File: config.mk
export PLATFORM = sky130hd
export DESIGN_NAME = seq_calc_core
export DESIGN_NICKNAME = d
export VERILOG_FILES = /design/src/rtl/calc_pkg.sv /design/src/rtl/restoring_div.sv /design/src/rtl/seq_calc_core.sv
export SDC_FILE = /design/constraint.sdc
export NUM_CORES = 1
export LEC_CHECK = 0
export CORE_ASPECT_RATIO = 1.5
export CORE_MARGIN = 3
export CORE_UTILIZATION = 55
export DETAILED_ROUTE_END_ITERATION = 8
export PLACE_DENSITY = 0.78
export SYNTH_ARGS = -nofsm -noshare
export SYNTH_HDL_FRONTEND = slang
export SYNTH_HIERARCHICAL = 1
export SYNTH_SLANG_ARGS = --single-unit
File: constraint.sdc
create_clock -name clk -period 2.8 [get_ports clk]
set_input_delay 0.42 -clock clk [delete_from_list [all_inputs] [get_ports clk]]
set_output_delay 0.42 -clock clk [all_outputs]
set_load 0.01 [all_outputs]
File: src/rtl/calc_pkg.sv
// rtl/calc_pkg.sv - opcode and state encodings shared by the calculator datapath
package calc_pkg;

    localparam logic [2:0] OP_ADD = 3'b000;
    localparam logic [2:0] OP_SUB = 3'b001;
    localparam logic [2:0] OP_MUL = 3'b010;
    localparam logic [2:0] OP_DIV = 3'b011;
    localparam logic [2:0] OP_MOD = 3'b100;
    localparam logic [2:0] OP_AND = 3'b101;
    localparam logic [2:0] OP_OR  = 3'b110;
    localparam logic [2:0] OP_XOR = 3'b111;

    typedef enum logic [1:0] {
        ST_IDLE = 2'd0,
        ST_CALC = 2'd1,
        ST_DONE = 2'd2
    } state_t;

    function automatic logic is_divide(input logic [2:0] op);
        return (op == OP_DIV) || (op == OP_MOD);
    endfunction

    function automatic logic is_iterative(input logic [2:0] op);
        return (op == OP_MUL) || is_divide(op);
    endfunction

endpackage

File: src/rtl/restoring_div.sv
// rtl/restoring_div.sv - one restoring-division step per enabled cycle, driven by the core's counter
module restoring_div #(
    parameter int W  = 4,
    parameter int CW = 2
) (
    input  logic          clk,
    input  logic          rst_n,
    input  logic          i_load,
    input  logic          i_en,
    input  logic [CW-1:0] i_cnt,
    input  logic [W-1:0]  i_dividend,
    input  logic [W-1:0]  i_divisor,
    output logic [W-1:0]  o_quot_nxt,
    output logic [W:0]    o_rem_nxt
);

    logic [W-1:0]  r_dvd;
    logic [W-1:0]  r_quot;
    logic [W-1:0]  r_rem;
    logic [CW-1:0] w_idx;
    logic [W:0]    w_shift;
    logic [W:0]    w_sub;
    logic          w_ge;

    // Step i brings down dividend bit W-1-i and decides quotient bit W-1-i.
    assign w_idx   = CW'(W - 1) - i_cnt;
    assign w_shift = {r_rem, r_dvd[w_idx]};
    assign w_ge    = (w_shift >= {1'b0, i_divisor});
    assign w_sub   = w_shift - {1'b0, i_divisor};
    assign o_rem_nxt = w_ge ? w_sub : w_shift;

    always_comb begin
        o_quot_nxt        = r_quot;
        o_quot_nxt[w_idx] = w_ge;
    end

    always_ff @(posedge clk or negedge rst_n) begin
        if (!rst_n) begin
            r_dvd  <= '0;
            r_quot <= '0;
            r_rem  <= '0;
        end else if (i_load) begin
            r_dvd  <= i_dividend;
            r_quot <= '0;
            r_rem  <= '0;
        end else if (i_en) begin
            r_quot <= o_quot_nxt;
            r_rem  <= o_rem_nxt[W-1:0];
        end
    end

endmodule

File: src/rtl/seq_calc_core.sv
// rtl/seq_calc_core.sv - multi-cycle arithmetic core with held result and one-cycle done pulse
module seq_calc_core
    import calc_pkg::*;
#(
    parameter int W = 4
) (
    input  logic           clk,
    input  logic           rst_n,
    input  logic           start,
    input  logic [W-1:0]   a,
    input  logic [W-1:0]   b,
    input  logic [2:0]     opp,
    output logic           busy,
    output logic           done,
    output logic [2*W-1:0] result,
    output logic           neg,
    output logic           err
);

    localparam int RW = 2 * W;
    localparam int CW = (W > 1) ? $clog2(W) : 1;
    localparam logic [CW-1:0] LAST = CW'(W - 1);

    state_t        r_state;
    state_t        w_next;
    logic [W-1:0]  r_a;
    logic [W-1:0]  r_b;
    logic [W-1:0]  r_mplier;
    logic [2:0]    r_op;
    logic [CW-1:0] r_cnt;
    logic [RW-1:0] r_acc;
    logic [RW-1:0] r_mcand;
    logic [RW-1:0] r_result;
    logic          r_neg;
    logic          r_err;

    logic [RW-1:0] w_acc_nxt;
    logic [RW-1:0] w_res;
    logic          w_neg;
    logic          w_err;
    logic          w_latch;
    logic          w_iter;
    logic          w_fin;
    logic          w_div0;
    logic [W-1:0]  w_quot;
    logic [W:0]    w_rem;

    assign w_div0    = is_divide(r_op) && (r_b == '0);
    assign w_acc_nxt = r_mplier[0] ? (r_acc + r_mcand) : r_acc;

    restoring_div #(.W(W), .CW(CW)) u_div (
        .clk        (clk),
        .rst_n      (rst_n),
        .i_load     (w_latch),
        .i_en       (w_iter),
        .i_cnt      (r_cnt),
        .i_dividend (a),
        .i_divisor  (r_b),
        .o_quot_nxt (w_quot),
        .o_rem_nxt  (w_rem)
    );

    always_ff @(posedge clk or negedge rst_n) begin
        if (!rst_n) begin
            r_state <= ST_IDLE;
        end else begin
            r_state <= w_next;
        end
    end

    always_comb begin
        w_next  = r_state;
        w_latch = 1'b0;
        w_iter  = 1'b0;
        w_fin   = 1'b0;
        case (r_state)
            ST_IDLE: begin
                if (start) begin
                    w_latch = 1'b1;
                    w_next  = ST_CALC;
                end
            end
            ST_CALC: begin
                // Divide by zero skips iteration and finishes like a single-cycle op.
                if (is_iterative(r_op) && !w_div0) begin
                    w_iter = 1'b1;
                    if (r_cnt == LAST) begin
                        w_fin  = 1'b1;
                        w_next = ST_DONE;
                    end
                end else begin
                    w_fin  = 1'b1;
                    w_next = ST_DONE;
                end
            end
            ST_DONE: w_next = ST_IDLE;
            default: w_next = ST_IDLE;
        endcase
    end

    always_comb begin
        w_res = '0;
        w_neg = 1'b0;
        w_err = 1'b0;
        case (r_op)
            OP_ADD: w_res = {{(RW-W){1'b0}}, r_a} + {{(RW-W){1'b0}}, r_b};
            OP_SUB: begin
                if (r_a >= r_b) begin
                    w_res = {{(RW-W){1'b0}}, r_a - r_b};
                end else begin
                    w_res = {{(RW-W){1'b0}}, r_b - r_a};
                    w_neg = 1'b1;
                end
            end
            OP_MUL: w_res = w_acc_nxt;
            OP_DIV: begin
                w_res = w_div0 ? '1 : {{(RW-W){1'b0}}, w_quot};
                w_err = w_div0;
            end
            OP_MOD: begin
                w_res = w_div0 ? '1 : {{(RW-W-1){1'b0}}, w_rem};
                w_err = w_div0;
            end
            OP_AND: w_res = {{(RW-W){1'b0}}, r_a & r_b};
            OP_OR:  w_res = {{(RW-W){1'b0}}, r_a | r_b};
            OP_XOR: w_res = {{(RW-W){1'b0}}, r_a ^ r_b};
            default: w_res = '0;
        endcase
    end

    always_ff @(posedge clk or negedge rst_n) begin
        if (!rst_n) begin
            r_a      <= '0;
            r_b      <= '0;
            r_op     <= OP_ADD;
            r_cnt    <= '0;
            r_acc    <= '0;
            r_mcand  <= '0;
            r_mplier <= '0;
            r_result <= '0;
            r_neg    <= 1'b0;
            r_err    <= 1'b0;
        end else begin
            if (w_latch) begin
                r_a      <= a;
                r_b      <= b;
                r_op     <= opp;
                r_cnt    <= '0;
                r_acc    <= '0;
                r_mcand  <= {{(RW-W){1'b0}}, a};
                r_mplier <= b;
            end else if (w_iter) begin
                r_cnt    <= r_cnt + 1'b1;
                r_acc    <= w_acc_nxt;
                r_mcand  <= r_mcand << 1;
                r_mplier <= r_mplier >> 1;
            end
            // Outputs change only on the edge that enters DONE.
            if (w_fin) begin
                r_result <= w_res;
                r_neg    <= w_neg;
                r_err    <= w_err;
            end
        end
    end

    assign busy   = (r_state != ST_IDLE);
    assign done   = (r_state == ST_DONE);
    assign result = r_result;
    assign neg    = r_neg;
    assign err    = r_err;

endmodule

==> results of run 1 <==
[logic make-up after synthesis]
group	Yosys count	synth area share (%)
AO/OA/AOI/OAI	145	25.39
AND/OR/NAND/NOR	139	17.32
flip-flops	57	34.58
buffers and inverters	55	5.641
adder cells (fa/ha/maj)	32	10.62
multiplexers	17	4.762
XOR/XNOR	8	1.699
[per-layer routing]
metal  vias to the layer above  global-route usage (%)  wire length (um)
li1                       1718                       -                 -
met3                        45                   4.414               527
met1                      1791                   29.83              4318
met2                       162                   45.46              5474
met4                         0                   17.41               645
met5                         -                       0                 0
[synth_stat cells (all sizes together) (2+ instances only)]
cell and number:
dfrtp 57, nand2 46, inv 34, o21ai 33, nor2 31, a21oi 29
ha 27, buf 13, a211oi 12, nand3 12, nor3 11, a21o 9
nand2b 9, a31oi 8, mux2 8, mux2i 8, nor2b 7, xnor2 7
clkbuf 6, o211ai 6, o31ai 6, or3 6, a22o 5, and3 5
fa 5, nor4 4, o21bai 4, a221o 3, o211a 3, o22a 3
a22oi 2, a31o 2, a32o 2, and2 2, clkinv 2, nor3b 2
o2111ai 2, o21a 2, o221ai 2, o22ai 2, o31a 2
[layout by cell type (no fill, tap or decap), drive strengths merged, types with 11 or more instances in the layout]
cell type | synthesis | routed
nor2 | 31 | 31
a21oi | 29 | 29
ha | 27 | 27
inv | 34 | 34
nand3 | 12 | 12
clkdlybuf4s50 | 0 | 24
dfrtp | 57 | 57
nor3 | 11 | 11
o21ai | 33 | 33
buf | 13 | 21
a211oi | 12 | 12
nand2 | 46 | 46
[final cells by class]
type | instances | area share (%)
flip-flops and latches | 57 | 29.88
clock inverters | 6 | 1.258
inverters | 36 | 2.857
well taps | 100 | 2.621
repair buffers | 45 | 8.283
clock buffers | 9 | 2.595
multi-input cells | 341 | 52.50
[through the flow]
step,hold slack (ps),util [%]
floorplan,124.4,-
global placement,465.6,62.44
detailed placement,485.3,62.44
CTS,236.7,64.96
global route,262.7,65.62
finish,199.7,65.62
[path summary, 6_finish.rpt]
check	from	endpoint	slack, ps	cells after the start
setup / recovery	r_cnt[0]	result[3]	40	12
hold / removal	rst_n	r_mcand[6]	200	2
setup reg to reg	r_cnt[0]	result[3]	40	12
hold reg to reg	err	err	490	2
max in group asynchronous	rst_n	result[6]	2090	2
min in group clk	err	err	490	2
[registers in the layout (all words and copies together) (netlist names)]
register,cells
r_acc,8
r_mcand,8
result,8
r_a,4
r_b,4
r_mplier,4
u_div/r_dvd,4
u_div/r_quot,4
u_div/r_rem,4
r_op,3
r_cnt,2
r_state,2
err,1
neg,1
[power groups by stage]
| stage | clock network [mW] | logic (mW) | registers, mW |
|---|---|---|---|
| after global routing | 0.798 | 4.59 | 1.51 |
| after floorplan | 0 | 2.88 | 1.41 |
| after global placement | 0 | 3.90 | 1.46 |
| after CTS | 0.762 | 4.02 | 1.46 |
| after detailed placement | 0 | 3.98 | 1.48 |
| final | 0.750 | 4.22 | 1.47 |
[timing repair]
item	in CTS	in global routing
endpoints found under the setup margin	0	5
gates resized for setup	0	12
buffers inserted	0	1
==> results.toml, run 1 <==
[yosys]
synth_seq_area_share_pct = 34.58
syn-cell-area_mm2 = 0.004125
synthFlopType = "dfrtp_1"
yosysUniqueCellTypes = 75
netlist_instances = 453
async_flop_share_pct = 100.0
synth.ff_latch_count = 57
yosys.area.top_type = "dfrtp_1"
syn_nets = 499
ys_top_cells_by_area = "dfrtp_1, ha_1, nand2_1"
yosysWarnings = 6
synth_top_area_share_pct = 34.58
synth_edf_count = 0
synth.avg_cell_area_um2 = 9.106

[critical_path]
crit_path_start_kind = "register"
cpPeakStageDelay_ps = 560
path_max_fanout = 7
endpoint_kind = "register"
cp_common_cell = "a21oi_2"
arrival_ps = 2990
required_ps = 3030
path_delay_family = "compound AO/OA/AOI/OAI gates"
crit_type = "register to register"
crit_buf_inv = 2
crit_chain = "mux4_2 > inv_2 > ha_4 > and3b_4 > o31a_4 > nor2_8 > a21oi_2 > inv_1 > a21oi_2 > o32ai_2 > o2111a_1 > a21oi_2"
crit_slowest_cell = "mux4_2"

[clock_network]
clock-sinks = 57
cts_tree = "built"
path_clk_slew_ps = 70
clk_latency_ps = 350
max-clock-path-buffers = 2
cts-root-buf = "clkbuf_8"
cts_hold_buf = 0
cts-buffers-inserted = 9
h-tree-depth = 3

[sta]
worst_slew_pin_slew_ps = 745.5
relSlewSlack_pct = 50.30
fin_crit_sh_pct = 98.64
tns_ps = 0
period_needed_ps = 2762
setup_violations = 0
hold_violations = 0
rsz0062_at_grt = "yes"
setup_ws_ps = 38.12
maxSlewViolCount = 0
skew_ps = 10.23
fmax_mhz = 362.1

[global_routing]
grt_pass1_wl_mm = 17.83
grt.total_usage_pct = 26.40
grt_pass1_vias = 3661
overflow = 0
antenna_found_initial = 0
grt_max_degree = 58

[power]
switching_share_pct = 47.70
intPower_mw = 3.365
ir_drop_uv = 887.0
p_switching_mw = 3.070
p_total_mw = 6.435
p_per_area_mw_per_mm2 = 1348
power_frac_seq_pct = 22.8
cellLeakagePower_nw = 2.136
combPwrFrac_pct = 65.5
pwr-share-clk_pct = 11.7

[final_layout]
multi_input_area_mm2 = 0.002506
ff_latch_area_mm2 = 0.001426
final_cell_area_mm2 = 0.004773
n_antenna_cell = 0
areaGrowthSynthToFinish_pct = 15.71
drive_gt1_share_pct = 16.19
fillers = 617
nNetsFinal = 536
stdcell_count = 594

[job]
drv_cap = 0

[drt]
drtIter0Drc = 265
vias_per_cell = 6.256
dr.pass1.iters = 5
wl_per_cell_um = 18.46
drc = 0
ant_nets = 0
wirelength_mm = 10.97
vias = 3716

[die]
die_height_um = 112.1
rows = 38
core_region_area_mm2 = 0.007274
die-area_mm2 = 0.008597
initial_utilization_pct = 56.71
ios = 26
fp.dieW_um = 76.71

[placement]
portBuffers = 25
dpl.cell_count = 578
dp_slack_ps = 47.62
hpwl_mm = 8.159
dpl_cell_area_mm2 = 0.004542
gp_congestion = 0.9757

[run_status]
status = "finished, final reports clean"

[min_path]
hp-class = "input port to asynchronous set/reset pin"
(Power assumes the default switching activity.)
==> inputs of run 2 (changes only) <==
Settings changed: MAX_ROUTING_LAYER from default to met4.
==> run 2 against run 1 <==
Net effect: combinational power rose by 2%; non-clock buffer count increased by 2; global-route usage grew 0.17 points; sequential power hardly changed; largest cell class unchanged; largest power group unchanged; critical path depth stayed put; highest routed layer unchanged.
==> results.toml, run 2 (synthesis gave the netlist of run 1 again) <==
[run_status]
status = "finished, final reports clean"

[sta]
skew_ps = 12.03
fmax_mhz = 369.3
hold_violations = 0
maxSlewViolCount = 0
setup_violations = 0
hold_ws_ps = 59.25
setup_ws_ps = 92.12
rsz0062_at_grt = "yes"
period_needed_ps = 2708
relSlewSlack_pct = 63.11
fin_crit_sh_pct = 96.71
worst_slew_pin_slew_ps = 553.3

[min_path]
hp-class = "input port to asynchronous set/reset pin"

[global_routing]
grt_max_degree = 34
grt_pass1_vias = 3562
grt.total_usage_pct = 26.57
overflow = 0
grt_pass1_wl_mm = 17.26
antenna_found_initial = 0

[clock_network]
max-clock-path-buffers = 2
h-tree-depth = 3
clk_latency_ps = 350
cts_tree = "built"
clock-sinks = 57
cts-root-buf = "clkbuf_8"
cts_hold_buf = 0
cts-buffers-inserted = 9
path_clk_slew_ps = 70

[job]
drv_cap = 0

[die]
rows = 38
ios = 26
die_height_um = 112.1
core_region_area_mm2 = 0.007274
initial_utilization_pct = 56.71
die-area_mm2 = 0.008597
fp.dieW_um = 76.71

[drt]
wl_met2_mm = 5.252
vias_per_cell = 6.104
wl_per_cell_um = 18.11
ant_nets = 0
wl_met3_um = 493
wirelength_mm = 10.81
drc = 0
dr.pass1.iters = 7
vias = 3644
highest_layer = "met4"
m1WireLength_mm = 4.238
drtIter0Drc = 291

[placement]
dpl.cell_count = 580
portBuffers = 25
gp_congestion = 1.064
hpwl_mm = 8.348
dp_slack_ps = 64.00

[power]
cellLeakagePower_nw = 2.170
p_total_mw = 6.631
p_per_area_mw_per_mm2 = 1370
ir_drop_uv = 961.5

[final_layout]
n_antenna_cell = 0
nNetsFinal = 538
fillers = 580
final_util_pct = 66.53
drive_gt1_share_pct = 16.90
final_common_cell = "dfrtp_1"
areaGrowthSynthToFinish_pct = 17.32
stdcell_count = 597
mostFrequentLayoutCells = "dfrtp_1, nand2_1, inv_1, o21ai_0, nor2_1"

[critical_path]
rr_endpoint = "result[1]"
r2r_slack_ps = 90
crit_path_start_kind = "register"
endpoint_kind = "register"
worstSetupStartpoint = "r_cnt[0]"
path_max_fanout = 6
endpoint = "result[1]"
required_ps = 3040
crit-reg2reg-launch = "r_cnt[0]"
arrival_ps = 2940
rr_worst_depth = 12
crit_type = "register to register"
## run 2: cell count changes in the layout (fill, tap and decap cells not counted), moves of 2 or more
cell / previous run / this run
buf_4: 20 / 22
clkinvlp_4: 2 / 0
o21ai_0: 28 / 31
o21ai_1: 3 / 0
## run 2: layer usage
| layer | GRT usage [%] | vias up |
|---|---|---|
| li1 | - | 1723 |
| met3 | 5.056 | 51 |
| met4 | 20.19 | 0 |
| met2 | 42.49 | 124 |
| met1 | 29.04 | 1746 |
| met5 | - | - |
## run 2: where the power goes
group,switching [mW],internal (mW),total (mW)
Clock,0.335,0.524,0.859
Sequential,0.343,1.14,1.49
Combinational,2.42,1.86,4.29
## run 2: through the flow
stage	TNS [ps]	area [um2]
floorplan	0	4128
global placement	0	4557
detailed placement	0	4557
CTS	0	4777
global route	-30.20	4840
finish	0	4840
## run 2: critical path, stage by stage (launching register included)
cell and delay (ps):
dfrtp_1 370, mux4_2 540, inv_2 90, ha_4 130, and3b_4 220, o31a_4 380, nor2_8 170, a31oi_4 100
inv_2 60, a21oi_2 50, nor3_2 150, o221ai_1 130, a22o_1 210
## run 2: timing repair
action                     in CTS  in global routing
gates resized for setup         0                 12
setup endpoints to repair       0                  4
buffers inserted                0                  1
## run 2: worst min path at each step
| stage | to | slack [ps] | cells after the start |
|---|---|---|---|
| after floorplan | err | 120 | 0 |
| after detailed placement | r_acc[6] | 440 | 2 |
| after global placement | r_acc[6] | 430 | 2 |
| final | r_mcand[6] | 60 | 2 |
| after CTS | r_acc[6] | 50 | 2 |
| after global routing | r_mcand[6] | 80 | 2 |
## run 2: layout make-up
cell class	count	area, um2	area share [%]
Sequential cell	57	1426	29.47
Clock buffer	11	141.4	2.921
Timing Repair Buffer	47	410.4	8.480
Tap cell	100	125.1	2.585
Clock inverter	5	78.83	1.629
Inverter	36	136.4	2.818
Multi-Input combinational cell	341	2521	52.09
==> inputs of run 3 (changes only) <==
Settings changed: CORE_UTILIZATION 55 to 54, PLACE_DENSITY 0.78 to 0.77, SYNTH_HIERARCHICAL 1 to default.
==> run 3 against run 2 <==
Net effect: synthesized area down 8.8%; non-clock buffer count down 3; fmax up 4.0%; hold slack better by 31 ps; global-route usage up 1.2 points; wire length down 9.2%; sequential power down 11%; largest power group unchanged; power down 18%; clock power down 27%; critical path depth down 3; first-iteration DRC count down 15%; largest cell class unchanged; final cell count down 12%.
==> results.toml, run 3 <==
[critical_path]
crit_slowest_cell = "mux4_2"
required_ps = 3020
endpoint_kind = "register"
crit_chain = "inv_1 > mux4_2 > ha_1 > nand4_1 > nand2_1 > o21ai_0 > and3_1 > o221ai_1 > o31a_1"
crit_path_start_kind = "register"
path_max_fanout = 4
path_delay_family = "compound AO/OA/AOI/OAI gates"
crit_type = "register to register"
arrival_ps = 2820
worstSetupStartpoint = "r_cnt[0]"
crit-reg2reg-launch = "r_cnt[0]"
crit_buf_inv = 1
cpPeakStageDelay_ps = 550

[yosys]
syn_nets = 472
synth_common_cells = "dfrtp_1, nand2_1, o21ai_0"
netlist_instances = 422
synthFlopType = "dfrtp_1"
synth_seq_area_share_pct = 35.25
async_flop_share_pct = 100.0
yosysUniqueCellTypes = 62
syn-cell-area_mm2 = 0.003762
synth_top_area_share_pct = 35.25
synth_edf_count = 0
ys_top_cells_by_area = "dfrtp_1, ha_1, o21ai_0"
yosys.area.top_type = "dfrtp_1"
synth.avg_cell_area_um2 = 8.916
synth.most_common_cell = "dfrtp_1"
yosysWarnings = 0
synth.ff_latch_count = 53

[die]
initial_utilization_pct = 56.82
core_region_area_mm2 = 0.006621
die-area_mm2 = 0.008026
fp.dieW_um = 74.16
rows = 36
ios = 26
die_height_um = 108.2

[final_layout]
drive_gt1_share_pct = 9.756
nNetsFinal = 500
n_antenna_cell = 0
final_common_cell = "dfrtp_1"
areaGrowthSynthToFinish_pct = 14.20
mostFrequentLayoutCells = "dfrtp_1, nand2_1, o21ai_0"
fillers = 558

[drt]
vias = 3307
wirelength_mm = 9.817
wl_per_cell_um = 18.63
vias_per_cell = 6.275
dr.pass1.iters = 6
ant_nets = 0
drc = 0
drtIter0Drc = 247

[sta]
worst_slew_pin_slew_ps = 1046
relSlewSlack_pct = 29.94
skew_ps = 10.98
maxSlewViolCount = 0
rsz0062_at_grt = "no"
tns_ps = 0
period_needed_ps = 2604
fin_crit_sh_pct = 92.99
hold_violations = 0
setup_violations = 0
fmax_mhz = 384.1

[placement]
hpwl_mm = 7.602
portBuffers = 25
gp_congestion = 0.9559

[clock_network]
h-tree-depth = 2
cts-buffers-inserted = 5
max-clock-path-buffers = 2
cts_hold_buf = 0
path_clk_slew_ps = 100
cts_setup_buffers = 0
cts.repair.resized = 0
clock-sinks = 53
clk_latency_ps = 330
cts-root-buf = "clkbuf_8"
cts_tree = "built"

[run_status]
status = "finished, final reports clean"

[power]
cellLeakagePower_nw = 1.967
ir_drop_uv = 587.1
p_total_mw = 5.415
p_per_area_mw_per_mm2 = 1260

[job]
drv_cap = 0

[global_routing]
grt_pass1_wl_mm = 16.53
grt_max_degree = 31
antenna_found_initial = 0
grt_pass1_vias = 3460
overflow = 0
grt.total_usage_pct = 27.73

[min_path]
hp-class = "input port to asynchronous set/reset pin"
[run 3: cell count changes after synthesis, sizes merged, moves of 5 or more]
cell    change
clkbuf     +11
inv         -9
buf         -7
a21o        -6
mux2i       +6
o21ai       +6
or3         -6
a211oi      -5
nand3       +5
[run 3: kinds of logic (layout without fill, tap and decap cells)]
group	count (synthesis)	in the layout	share of synthesized area [%]
AOI/OAI and AO/OA	119	119	20.52
xor gates and xnor gates	10	10	2.328
adders and majority gates	36	36	12.97
buffers and inverters	49	78	5.520
DFF	53	53	35.25
muxes	19	19	5.520
and+or+nand+nor	136	136	17.89
[run 3: worst paths after layout]
path / end / slack (ps) / cells past startpoint
setup / recovery: result[0] / 200 / 9
hold / removal: neg / 90 / 1
setup reg to reg: result[0] / 200 / 9
hold reg to reg: result[4] / 480 / 2
max in group asynchronous: r_acc[5] / 2130 / 2
min in group clk: result[4] / 480 / 2
[run 3: report_power, final]
| part | switching [mW] | internal (mW) |
|---|---|---|
| sequential | 0.267 | 1.05 |
| combinational | 1.99 | 1.48 |
| clock | 0.270 | 0.355 |
| total | 2.53 | 2.89 |
[run 3: layout make-up]
type	instances	area [um2]	share of cell area, %
Sequential cell	53	1326	30.87
Clock buffer	5	68.82	1.602
Tap cell	76	95.09	2.213
Clock inverter	3	65.06	1.514
Inverter	26	97.59	2.271
Multi-Input combinational cell	320	2231	51.92
Timing Repair Buffer	44	412.9	9.610
[run 3: through the flow]
stage | std cells | utilization, % | hold WS (ps) | worst slack [ps] | area, um2
floorplan | 422 | - | 124.4 | 226.0 | 3762
global placement | 519 | 62.83 | 462.5 | 251.1 | 4160
detailed placement | 519 | 62.83 | 464.8 | 173.3 | 4160
CTS | 527 | 64.85 | 109.1 | 156.6 | 4294
global route | 527 | 64.89 | 141.5 | 9.351 | 4297
finish | 527 | 64.89 | 90.46 | 196.3 | 4297
[run 3: layer usage]
layer / GRT usage [%] / up-vias / part of all wire, %
met5: - / - / 0
met4: 17.23 / 0 / 6.0
met3: 4.186 / 41 / 4.6
met2: 45.75 / 129 / 52
met1: 30.71 / 1580 / 38
li1: - / 1557 / -
==> RTL change: new RTL, settings of run 3 <==
Encoding of `state_t`: now one-hot (3 bits for 3 states).
--- a/src/rtl/calc_pkg.sv
+++ b/src/rtl/calc_pkg.sv
@@ -11,8 +11,8 @@
     localparam logic [2:0] OP_XOR = 3'b111;
 
-    typedef enum logic [1:0] {
-        ST_IDLE = 2'd0,
-        ST_CALC = 2'd1,
-        ST_DONE = 2'd2
+    typedef enum logic [2:0] {
+        ST_IDLE = 3'b001,
+        ST_CALC = 3'b010,
+        ST_DONE = 3'b100
     } state_t;
 
Check against the original RTL: same outputs for any inputs over 10 cycles, from zero or initial values and one cycle with rst_n low; not proved beyond that.
==> RTL change against run 3 <==
- sequential share of layout area grew 1.7 points
- setup slack lost 0.016 ns
- area after synthesis shrank 1.8%
- design area is 3.5% lower
- critical path type unchanged
- count of clock-buffer cells in the layout grew 1
- routed wire length down 3.2%
- power is 12% lower
- sequential cell count is 1 higher
- highest routed layer unchanged
- non-clock buffer count is 4 lower
- hold slack got worse by 0.061 ns
==> RTL change: results (changes against run 3) <==
global_route:
  grt_pass1_vias: 3142  # was 3,460
  antenna_found_initial: 0  # unchanged
  use_met3: 0.03364  # was 0.04186
  grt_pass1_wl_um: 15790  # was 16,530 um
  grt-ovfl-total: 0  # unchanged
  gr-usage-all-layers: 0.2675  # was 0.2773
  grt_max_degree: 36  # was 31
  met2_usage: 0.4410  # was 0.4575
  use_met1: 0.3168  # was 0.3071
logic_synthesis:
  ys_seq_area_frac: 0.3662  # was 0.3525
  synth_xor_area_frac: 0.02608  # was 0.02328
  ys_top_cells_by_area: "dfrtp_1 36%, ha_1 11%, o21ai_0 5.1%"  # was dfrtp_1 35%, ha_1 10%, o21ai_0 5.2%
  synth_fa_ha_area_frac: 0.1321  # was 0.1297
  synthMuxAreaShare: 0.04234  # was 0.05520
  synth_nets: 452  # was 472
  ys_top_cells_by_count: "53 x dfrtp_1, 47 x nand2_1, 38 x o21ai_0, 31 x ha_1, 25 x nor2_1"  # was 53 x dfrtp_1, 47 x nand2_1, 39 x o21ai_0, 31 x ha_1, 29 x nor2_1
  synth_compound_area_frac: 0.2182  # was 0.2052
  synthCells: 402  # was 422
setup_path:
  slowest_delay_ns: 0.58  # was 0.55 ns
  slowest_stage: "dfrtp_1"  # was mux4_2
  reg2reg_depth: 8  # was 9
  r2r-end: "result[2]"  # was result[0]
  critical_path_arrival_ns: 2.85  # was 2.82 ns
  path_max_fanout: 7  # was 4
  r2r_start: "r_b[1]"  # was r_cnt[0]
layout:
  diodes: 0  # unchanged
  fillCellCount: 563  # was 558
  layout.nets: 481  # was 500
  drive_above_1_share: 0.09491  # was 0.09756
route:
  wl_per_cell_um: 18.70  # was 18.63 um
  drt-total-wl_um: 9499  # was 9817 um
  vias_per_cell: 6.142  # was 6.275
  drtIter0Drc: 228  # was 247
  firstDrtPassIters: 5  # was 6
  met1_length_um: 3927  # was 3704 um
  wl_met3_um: 378  # was 452 um
  wl_met2_um: 4794  # was 5072 um
placed_design:
  placed_area_um2: 4061  # was 4160 um^2
  pre_cts_ws_ns: 0.2336  # was 0.1733 ns
  place.port_buffers: 25  # unchanged
  dp.cells: 500  # was 519
  place.gp.congestion: 0.9369  # was 0.9559
  dp.final_hpwl_um: 7389  # was 7602 um
pwr:
  power_frac_clock: 0.094  # was 0.115
  switching_power_mw: 2.267  # was 2.527 mW
  vdd_drop_max_uv: 573.3  # was 587.1 uV
  leakage_nw: 1.855  # was 1.967 nW
  p_seq_frac: 0.269  # was 0.244
  pwr.group.clock_mw: 0.446  # was 0.625 mW
cts:
  path_clk_slew_ns: 0.10  # about the same
  insertion_delay_ns: 0.31  # was 0.33 ns
  cts_resized: 0  # unchanged
run_status:
  outcome: "complete, no violations"  # unchanged
timing:
  worst_pin_slew_ns: 0.8655  # was 1.046 ns
  skew_ns: 0.005183  # was 0.01098 ns
  worst_slack_ns: 0.1799  # was 0.1963 ns
  fin_hold_ws_ns: 0.02905  # was 0.09046 ns
worst_hold_path:
  hold_path_class: "in -> async"  # unchanged
## RTL change: cell types whose count changed in the layout (fill, tap and decap cells not counted), moves of 4 or more
cell,run 3,this run
a21oi_1,24,20
mux2i_1,14,10
nor3_1,9,3
o211ai_1,4,0
o21ai_1,1,6
o2bb2ai_1,1,5
## RTL change: layout make-up
type	instances	area, um^2	share of cell area
repair buffers	40	370.4	0.08929
flip-flops and latches	54	1353	0.3261
clock buffers	6	72.57	0.01750
inverters	25	96.34	0.02323
multi-input cells	305	2147	0.5176
clock inverters	2	13.76	0.003318
well taps	76	95.09	0.02293
## RTL change: worst max-delay path, delay by kind of cell, from the launching register on
kind	cells	cell delay, ns
adder cells (fa/ha/maj)	1	0.46
AND/OR/NAND/NOR	1	0.09
XOR/XNOR	1	0.13
buffers and inverters	1	0.25
AO/OA/AOI/OAI	3	0.77
multiplexers	1	0.27
flip-flops	1	0.58
